===== src/rtl/dsp_result_reporter.sv =====
// rtl/dsp_result_reporter.sv - warm-up, decimate, buffer and frame DSP48E2 results as a byte stream
// Optional trailing checksum byte per frame: define REPORTER_CHECKSUM_EN.
module dsp_result_reporter #(
    parameter int LATENCY    = 4,
    parameter int DECIM      = 1,
    parameter int FIFO_DEPTH = 4
) (
    input  logic        clk,
    input  logic        rst,
    input  logic        in_en,
    input  logic [46:0] p_in,
    output logic [7:0]  tx_data,
    output logic        tx_valid,
    input  logic        tx_ready,
    output logic        busy,
    output logic [7:0]  drop_cnt
);

    localparam int WW = $clog2(LATENCY + 1);
    localparam int DW = $clog2(DECIM + 1);
    localparam int AW = (FIFO_DEPTH > 1) ? $clog2(FIFO_DEPTH) : 1;
    localparam logic [WW-1:0] WARM_MAX  = WW'(LATENCY);
    localparam logic [WW-1:0] WARM_LAST = WW'(LATENCY - 1);
    localparam logic [DW-1:0] DEC_LAST  = DW'(DECIM - 1);
    localparam logic [AW:0]   FULL_CNT  = (AW + 1)'(FIFO_DEPTH);

    typedef enum logic [2:0] {
        S_IDLE,
        S_SYNC,
        S_SEQ,
`ifdef REPORTER_CHECKSUM_EN
        S_CSUM,
`endif
        S_DATA
    } state_t;

    state_t         state;
    logic           en_d;
    logic [WW-1:0]  warm_cnt;
    logic [DW-1:0]  dec_cnt;
    logic [47:0]    mem [FIFO_DEPTH];
    logic [AW-1:0]  wr_ptr, rd_ptr;
    logic [AW:0]    count;
    logic [47:0]    shreg;
    logic [2:0]     byte_idx;
    logic [7:0]     seq;
`ifdef REPORTER_CHECKSUM_EN
    logic [7:0]     csum;
`endif

    logic candidate, keep, empty, full, accept, last_accept, pop, push_ok, drop;

    // Event number warm_cnt+1 is a candidate once it reaches LATENCY.
    assign candidate = en_d && (warm_cnt >= WARM_LAST);
    assign keep      = candidate && (dec_cnt == '0);
    assign empty     = (count == '0);
    assign full      = (count == FULL_CNT);
    assign accept    = tx_valid && tx_ready;
`ifdef REPORTER_CHECKSUM_EN
    assign last_accept = accept && (state == S_CSUM);
`else
    assign last_accept = accept && (state == S_DATA) && (byte_idx == 3'd5);
`endif
    assign pop     = !empty && ((state == S_IDLE) || last_accept);
    assign push_ok = keep && (!full || pop);
    assign drop    = keep && full && !pop;
    assign busy    = (state != S_IDLE) || !empty;

    always_ff @(posedge clk or posedge rst) begin
        if (rst) begin
            en_d     <= 1'b0;
            warm_cnt <= '0;
            dec_cnt  <= '0;
            drop_cnt <= 8'h00;
        end else begin
            en_d <= in_en;
            if (en_d && (warm_cnt != WARM_MAX))
                warm_cnt <= warm_cnt + 1'b1;
            if (candidate)
                dec_cnt <= (dec_cnt == DEC_LAST) ? '0 : dec_cnt + 1'b1;
            if (drop && (drop_cnt != 8'hFF))
                drop_cnt <= drop_cnt + 8'd1;
        end
    end

    always_ff @(posedge clk) begin
        if (push_ok)
            mem[wr_ptr] <= {p_in[46], p_in};
    end

    always_ff @(posedge clk or posedge rst) begin
        if (rst) begin
            wr_ptr <= '0;
            rd_ptr <= '0;
            count  <= '0;
        end else begin
            if (push_ok)
                wr_ptr <= wr_ptr + 1'b1;
            if (pop)
                rd_ptr <= rd_ptr + 1'b1;
            case ({push_ok, pop})
                2'b10:   count <= count + 1'b1;
                2'b01:   count <= count - 1'b1;
                default: count <= count;
            endcase
        end
    end

    always_ff @(posedge clk or posedge rst) begin
        if (rst) begin
            state    <= S_IDLE;
            tx_valid <= 1'b0;
            tx_data  <= 8'h00;
            shreg    <= '0;
            byte_idx <= '0;
            seq      <= 8'h00;
`ifdef REPORTER_CHECKSUM_EN
            csum     <= 8'h00;
`endif
        end else begin
            case (state)
                S_IDLE: begin
                    if (!empty) begin
                        shreg    <= mem[rd_ptr];
                        tx_data  <= 8'hA5;
                        tx_valid <= 1'b1;
                        state    <= S_SYNC;
                    end
                end
                S_SYNC: begin
                    if (accept) begin
                        tx_data <= seq;
`ifdef REPORTER_CHECKSUM_EN
                        csum    <= seq;
`endif
                        state   <= S_SEQ;
                    end
                end
                S_SEQ: begin
                    if (accept) begin
                        tx_data  <= shreg[47:40];
                        shreg    <= {shreg[39:0], 8'h00};
`ifdef REPORTER_CHECKSUM_EN
                        csum     <= csum ^ shreg[47:40];
`endif
                        byte_idx <= 3'd0;
                        state    <= S_DATA;
                    end
                end
                S_DATA: begin
                    if (accept) begin
                        if (byte_idx != 3'd5) begin
                            tx_data  <= shreg[47:40];
                            shreg    <= {shreg[39:0], 8'h00};
`ifdef REPORTER_CHECKSUM_EN
                            csum     <= csum ^ shreg[47:40];
`endif
                            byte_idx <= byte_idx + 3'd1;
                        end
`ifdef REPORTER_CHECKSUM_EN
                        else begin
                            tx_data <= csum;
                            state   <= S_CSUM;
                        end
`endif
                    end
                end
`ifdef REPORTER_CHECKSUM_EN
                S_CSUM: ;
`endif
                default: state <= S_IDLE;
            endcase

            // Frame end overrides the case: chain straight into the next frame when one is queued.
            if (last_accept) begin
                seq <= seq + 8'd1;
                if (!empty) begin
                    shreg   <= mem[rd_ptr];
                    tx_data <= 8'hA5;
                    state   <= S_SYNC;
                end else begin
                    tx_valid <= 1'b0;
                    state    <= S_IDLE;
                end
            end
        end
    end

endmodule


===== config.mk =====
export PLATFORM = sky130hd
export DESIGN_NAME = dsp_result_reporter
export DESIGN_NICKNAME = d
export VERILOG_FILES = /design/src/rtl/dsp_result_reporter.sv
export SDC_FILE = /design/constraint.sdc
export NUM_CORES = 1
export LEC_CHECK = 0
export ABC_CLOCK_PERIOD_IN_PS = 2700
export CELL_PAD_IN_SITES_DETAIL_PLACEMENT = 1
export CELL_PAD_IN_SITES_GLOBAL_PLACEMENT = 1
export CORE_MARGIN = 2
export CORE_UTILIZATION = 40
export DETAILED_ROUTE_END_ITERATION = 10
export PLACE_DENSITY = 0.72
export RECOVER_POWER = 100
export SYNTH_ARGS = -nofsm -noshare
export SYNTH_HDL_FRONTEND = slang
export SYNTH_SLANG_ARGS = --single-unit

===== constraint.sdc =====
create_clock -name clk -period 2.7 [get_ports clk]
set_input_delay 0.27 -clock clk [delete_from_list [all_inputs] [get_ports clk]]
set_output_delay 0.27 -clock clk [all_outputs]
set_load 0.02 [all_outputs]

# Yosys cells after proc, flatten, opt, wreduce, memory -nomap -nowiden
# Memories as Yosys holds them, arrays and structs flattened.
# Cells that the tools add are included.
# Widths: inputs -> output; s select.
[totals] ff_bits=91 ramBits=192 inputBits=51 memories=1
[memory_table] memory="mem" depth=4 width=48 rd=1 rd_clocked_by_memory_dff=0 wr=1 line="41" text="logic [47:0] mem [FIFO_DEPTH];"
[classes] addsub=9 n_lt_le_gt_ge=1 eq_ne=17 mux=33 bitwise_logic=1 reduce_logical=24
[op_table] op="$mux 48" count=6
[op_table] op="$pmux 48 s3" count=1
[op_table] op="$mux 8" count=7
[op_table] op="$pmux 8 s4" count=1
[op_table] op="$mux 3" count=7
[op_table] op="$add 8x1->8 const B" count=2
[op_table] op="$ne 3x3->1 const B" count=5
[op_table] op="$pmux 3 s2" count=2
[op_table] op="$pmux 3 s4" count=1
[op_table] op="$logic_and 1x1->1" count=11
[op_table] op="$add 3x1->3 const B" count=3
[op_table] op="$mux 1" count=8
[op_table] op="$ne 8x8->1 const B" count=1
[op_table] op="$reduce_and 4->1" count=2
[op_table] op="$eq 3x2->1 const B" count=2
[op_table] op="$eq 3x3->1 const B" count=2
[op_table] op="$logic_not 3->1" count=2
[op_table] op="$ne 2x2->1 const B" count=3
[op_table] op="$add 2x1->2 const B" count=2
[op_table] op="$reduce_bool 2->1" count=2
[op_table] op="$eq 3x1->1 const B" count=1
[op_table] op="$ge 3x2->1 const B" count=1
[op_table] op="$logic_not 1->1" count=3
[op_table] op="$logic_or 1x1->1" count=3
[op_table] op="other kinds (7)" count=7

# Longest topological paths before layout
[depth] ltp_word=9 ltp_mapped=11 ltp_nobuf=9

# Worst setup path before layout
# Ideal clock, no wire load.
[synth_timing] kind="register to register" start="register byte_idx[1]" end="memory mem[0][0] (enable)" setup_time_ns=0.409 arrival_time_ns=2.461 setup_slack_ns=-0.170 path_stages_with_launch=8 path_buffers=1 synth_period_minus_slack_ns=2.870 cell_sequence="dfrtp_1 inv_1 ha_1 nand3_2 o21ai_2 nor2b_1 buf_2 and2_1"
[synth_between] elab_chain_len=8
[synth_rtl] item="from (decl)" line="45" text="logic [2:0] byte_idx;"
[synth_rtl] item="from (signal assigned)" line="158" text="byte_idx <= byte_idx + 3'd1;"
[synth_rtl] item="$eq 3x3->1" line="62" text="assign last_accept = accept && (state == S_DATA) && (byte_idx == 3'd5);"
[synth_rtl] item="$logic_and 1x1->1" line="62"
[synth_rtl] item="$logic_or 1x1->1" line="64" text="assign pop = !empty && ((state == S_IDLE) || last_accept);"
[synth_rtl] item="$logic_and 1x1->1" line="64"
[synth_rtl] item="$logic_or 1x1->1" line="65" text="assign push_ok = keep && (!full || pop);"
[synth_rtl] item="$logic_and 1x1->1" line="65"
[synth_rtl] item="$mux 1" line="87" text="if (push_ok)"
[synth_rtl] item="$mux 1 (not written as such)" line="88" text="mem[wr_ptr] <= {p_in[46], p_in};"
[synth_rtl] item="to (decl)" line="41"
# Every way passes these cells.

# Worst setup path after layout
[layout_timing] start="register state[0]" end="memory mem[2][43] (enable)"
[layout_between] elab_chain_len=9
[layout_rtl] item="from (decl)" line="37" text="state_t state;"
[layout_rtl] item="from (signal assigned)" line="111" text="state <= S_IDLE;"
[layout_rtl] item="from (signal assigned)" line="127" text="state <= S_SYNC;"
[layout_rtl] item="from (signal assigned)" line="136" text="state <= S_SEQ;"
[layout_rtl] item="$eq 3x2->1" line="62"
[layout_rtl] item="$logic_and 1x1->1 (2 in series)" line="62"
[layout_rtl] item="$logic_or 1x1->1 *" line="64"
[layout_rtl] item="$logic_and 1x1->1 *" line="64"
[layout_rtl] item="$logic_or 1x1->1 *" line="65"
[layout_rtl] item="$logic_and 1x1->1 *" line="65"
[layout_rtl] item="$mux 1 *" line="87"
[layout_rtl] item="$mux 1 (not written as such) *" line="88"
# Every way passes the cells marked *; elsewhere a longest branch is shown, timed or not.

==> results.toml <==
[power_and_ir_drop]
seq_power_share_pct = 42.2
p_clk_share_pct = 27.0
combPwrFrac_pct = 30.8
switching_share_pct = 31.3
p_leak_nw = 5.05
p_sw_mw = 4.51
power.internal_mw = 9.92
power_density_nw_per_um2 = 1100
ir_drop_mv = 0.658

[place]
place_inst = 1008
gp_congestion = 0.844
placed_cell_area_um2 = 12200
dpl.hpwl_um = 14000
io_buffers = 68

[synth]
synth-edff-count = 188
synth.largest_area_cell = "edfxtp_1"
synth.ff_latch_count = 277
syn_area_um2 = 11100
syn_inst = 612
syn_avg_cell_area_um2 = 18.1
ys_warn_count = 0
synth_flop_cell = "edfxtp_1"
yosysSeqAreaShare_pct = 71.2
netlist_top_cells_count = "188 x edfxtp_1, 89 x dfrtp_1, 49 x a22o_1"
synth_area_leaders = "edfxtp_1 51%, dfrtp_1 20%, mux4_2 9.6%"
async_flop_share_pct = 32.1
yosysMostFrequentCell = "edfxtp_1"
synth_top_area_share_pct = 51.1
synth_nets = 679
yosys.cell_types.count = 51

[setup_path]
start_kind = "register"
cp_max_fo = 47
critPathKind = "reg2reg"
slowest_delay_ns = 0.40
worst-endpoint-required_ns = 2.89
cp-end-kind = "register"
crit_path_top_delay_cell = "dfrtp_1"
cpMostUsedCell = "buf_4"
crit_chain = "ha_1, buf_4, nand3_2, o21ai_2, nor2b_1, buf_4, and2_2, buf_8"
worstPathArrival_ns = 2.72

[sta]
maxSlewHeadroom_pct = 6.99
drv_slew = 0
final.min_clock_period_ns = 2.52
worstMarginPinSlew_ns = 1.40
finalCritPeriodShare_pct = 93.4
setup_viol = 0
finalHoldViolations = 0
fmax_mhz = 397
rsz0062_at_grt = "false"
whs_ns = 0.300
setup_tns_ns = 0
finClkSkew_ns = 0.0168

[routing]
wl_per_cell_um = 21.0
viasPerCell = 5.44
final_antenna_net_count = 0
finalWirelength_um = 22300
vias = 5775
dr.pass1.iters = 4
drtIter0Drc = 491
drc = 0

[clocking]
post_cts_buffers = 0
hold_buffers = 0
htreeDepth = 1
clk_latency_ns = 0.55
cts_tree = "yes"
post_cts_resized = 0
numClockSinks = 277
cts_inserted_buffers = 28
clockBufferDepth = 3
clockRootBuffer = "clkbuf_16"
clk_pin_slew_ns = 0.06

[global_route]
grt.total_usage_pct = 16.2
grt_pass1_vias = 6372
grt_pass1_wl_um = 36300
grt_overflow = 0
antenna_found_initial = 1
grt_max_degree = 50

[floorplan]
core_area_um2 = 27000
fp.dieW_um = 170
die_h_um = 170
die_area_um2 = 29000
io_pins = 69
num_rows = 60
start_util_pct = 40.9

[final_layout]
nets = 764
final_area_um2 = 13100
stdcell_count = 1061
drive_gt1_share_pct = 17.4
area_growth_pct = 18.3

[status]
status = "completed"

[worst_hold_path]
min_path_type = "in2async"

[flow_run]
max_cap_viol_count = 0
==> registers in the layout, indices dropped and copies added, names as in the netlist <==
name / flops
byte_idx: 3
mem: 188
en_d: 1
drop_cnt: 8
tx_valid: 1
wr_ptr: 2
rd_ptr: 2
tx_data: 8
seq: 8
shreg: 48
warm_cnt: 3
count: 3
state: 2
==> final cells by class <==
type / instances / area, um2
Clock buffer: 41 / 810
Timing Repair Buffer: 86 / 870
Antenna cell: 1 / 2.50
Sequential cell: 277 / 7880
Fill cell: 2509 / 13900
Inverter: 13 / 50.0
Clock inverter: 11 / 139
Tap cell: 341 / 427
Multi-Input combinational cell: 291 / 2910
==> kinds of logic (layout without fill, tap and decap cells) <==
logic type / count (synthesis) / after routing / share of synthesized area, %
AND/OR/NAND/NOR: 80 / 80 / 4.15
adder cells (fa/ha/maj): 16 / 16 / 1.88
other: 0 / 1 / 0
buffers and inverters: 44 / 151 / 2.38
multiplexers: 51 / 51 / 9.97
AO/OA/AOI/OAI: 125 / 125 / 8.90
flip-flops: 277 / 277 / 71.2
XOR/XNOR: 19 / 19 / 1.51
==> routing by layer <==
layer | up-vias | track usage [%] | part of all wire, %
met5 | - | 0 | 0
met4 | 0 | 3.31 | 1.9
met3 | 28 | 2.28 | 4.3
met2 | 132 | 27.3 | 49
met1 | 3019 | 22.7 | 45
li1 | 2596 | - | -
==> worst paths after layout <==
kind	startpoint	endpoint	slack (ns)	cells past startpoint
setup reg to reg	state[0]	mem[2][43]	0.18	8
hold / removal	rst	drop_cnt[7]	0.30	2
min in group clk	in_en	en_d	0.31	1
hold reg to reg	shreg[29]	shreg[29]	0.48	1
setup / recovery	state[0]	mem[2][43]	0.18	8
max in group asynchronous	rst	shreg[4]	0.68	3
==> worst max-delay path, delay by kind of cell (launching register included) <==
family	cells	cell delay, ns
flip-flops	1	0.40
buffers and inverters	3	0.71
AO/OA/AOI/OAI	1	0.26
AND/OR/NAND/NOR	3	0.51
adder cells (fa/ha/maj)	1	0.25
==> metrics by stage <==
| stage | utilization [%] | setup slack [ns] | power [mW] |
|---|---|---|---|
| 3_5_place_dp | 45.1 | 0.184 | 10.8 |
| 3_3_place_gp | 45.1 | 0.182 | 10.5 |
| 2_1_floorplan | - | 0.123 | 9.34 |
| 4_1_cts | 48.6 | 0.220 | 14.7 |
| 6_report | 48.4 | 0.179 | 14.4 |
| 5_1_grt | 48.4 | 0.0315 | 15.2 |
==> cells in the final DEF, fill, tap and decap left out, drive strengths merged, types with 4 or more instances in the layout <==
| master | Yosys | final |
|---|---|---|
| edfxtp | 188 | 188 |
| dfrtp | 89 | 89 |
| dlygate4sd3 | 0 | 67 |
| a22o | 49 | 49 |
| mux4 | 47 | 47 |
| clkbuf | 6 | 46 |
| a21o | 38 | 38 |
| nand2 | 29 | 29 |
| ha | 15 | 15 |
| inv | 13 | 13 |
| buf | 25 | 13 |
| xnor2 | 12 | 12 |
| o21ai | 12 | 12 |
| nor2 | 10 | 10 |
| nand4 | 8 | 8 |
| xor2 | 7 | 7 |
| a21oi | 7 | 7 |
| nand3 | 7 | 7 |
| nor3 | 7 | 7 |
| and2 | 7 | 7 |
| clkinv | 0 | 6 |
| a222oi | 4 | 4 |
| a221oi | 4 | 4 |
==> power groups by stage <==
stage,Sequential [mW],Clock [mW],Combinational (mW)
global placement,6.09,0,4.41
CTS,6.09,4.00,4.65
floorplan,6.04,0,3.31
global route,6.18,4.16,4.91
detailed placement,6.17,0,4.60
finish,6.08,3.90,4.44
Power figures use the tool's default switching activity.
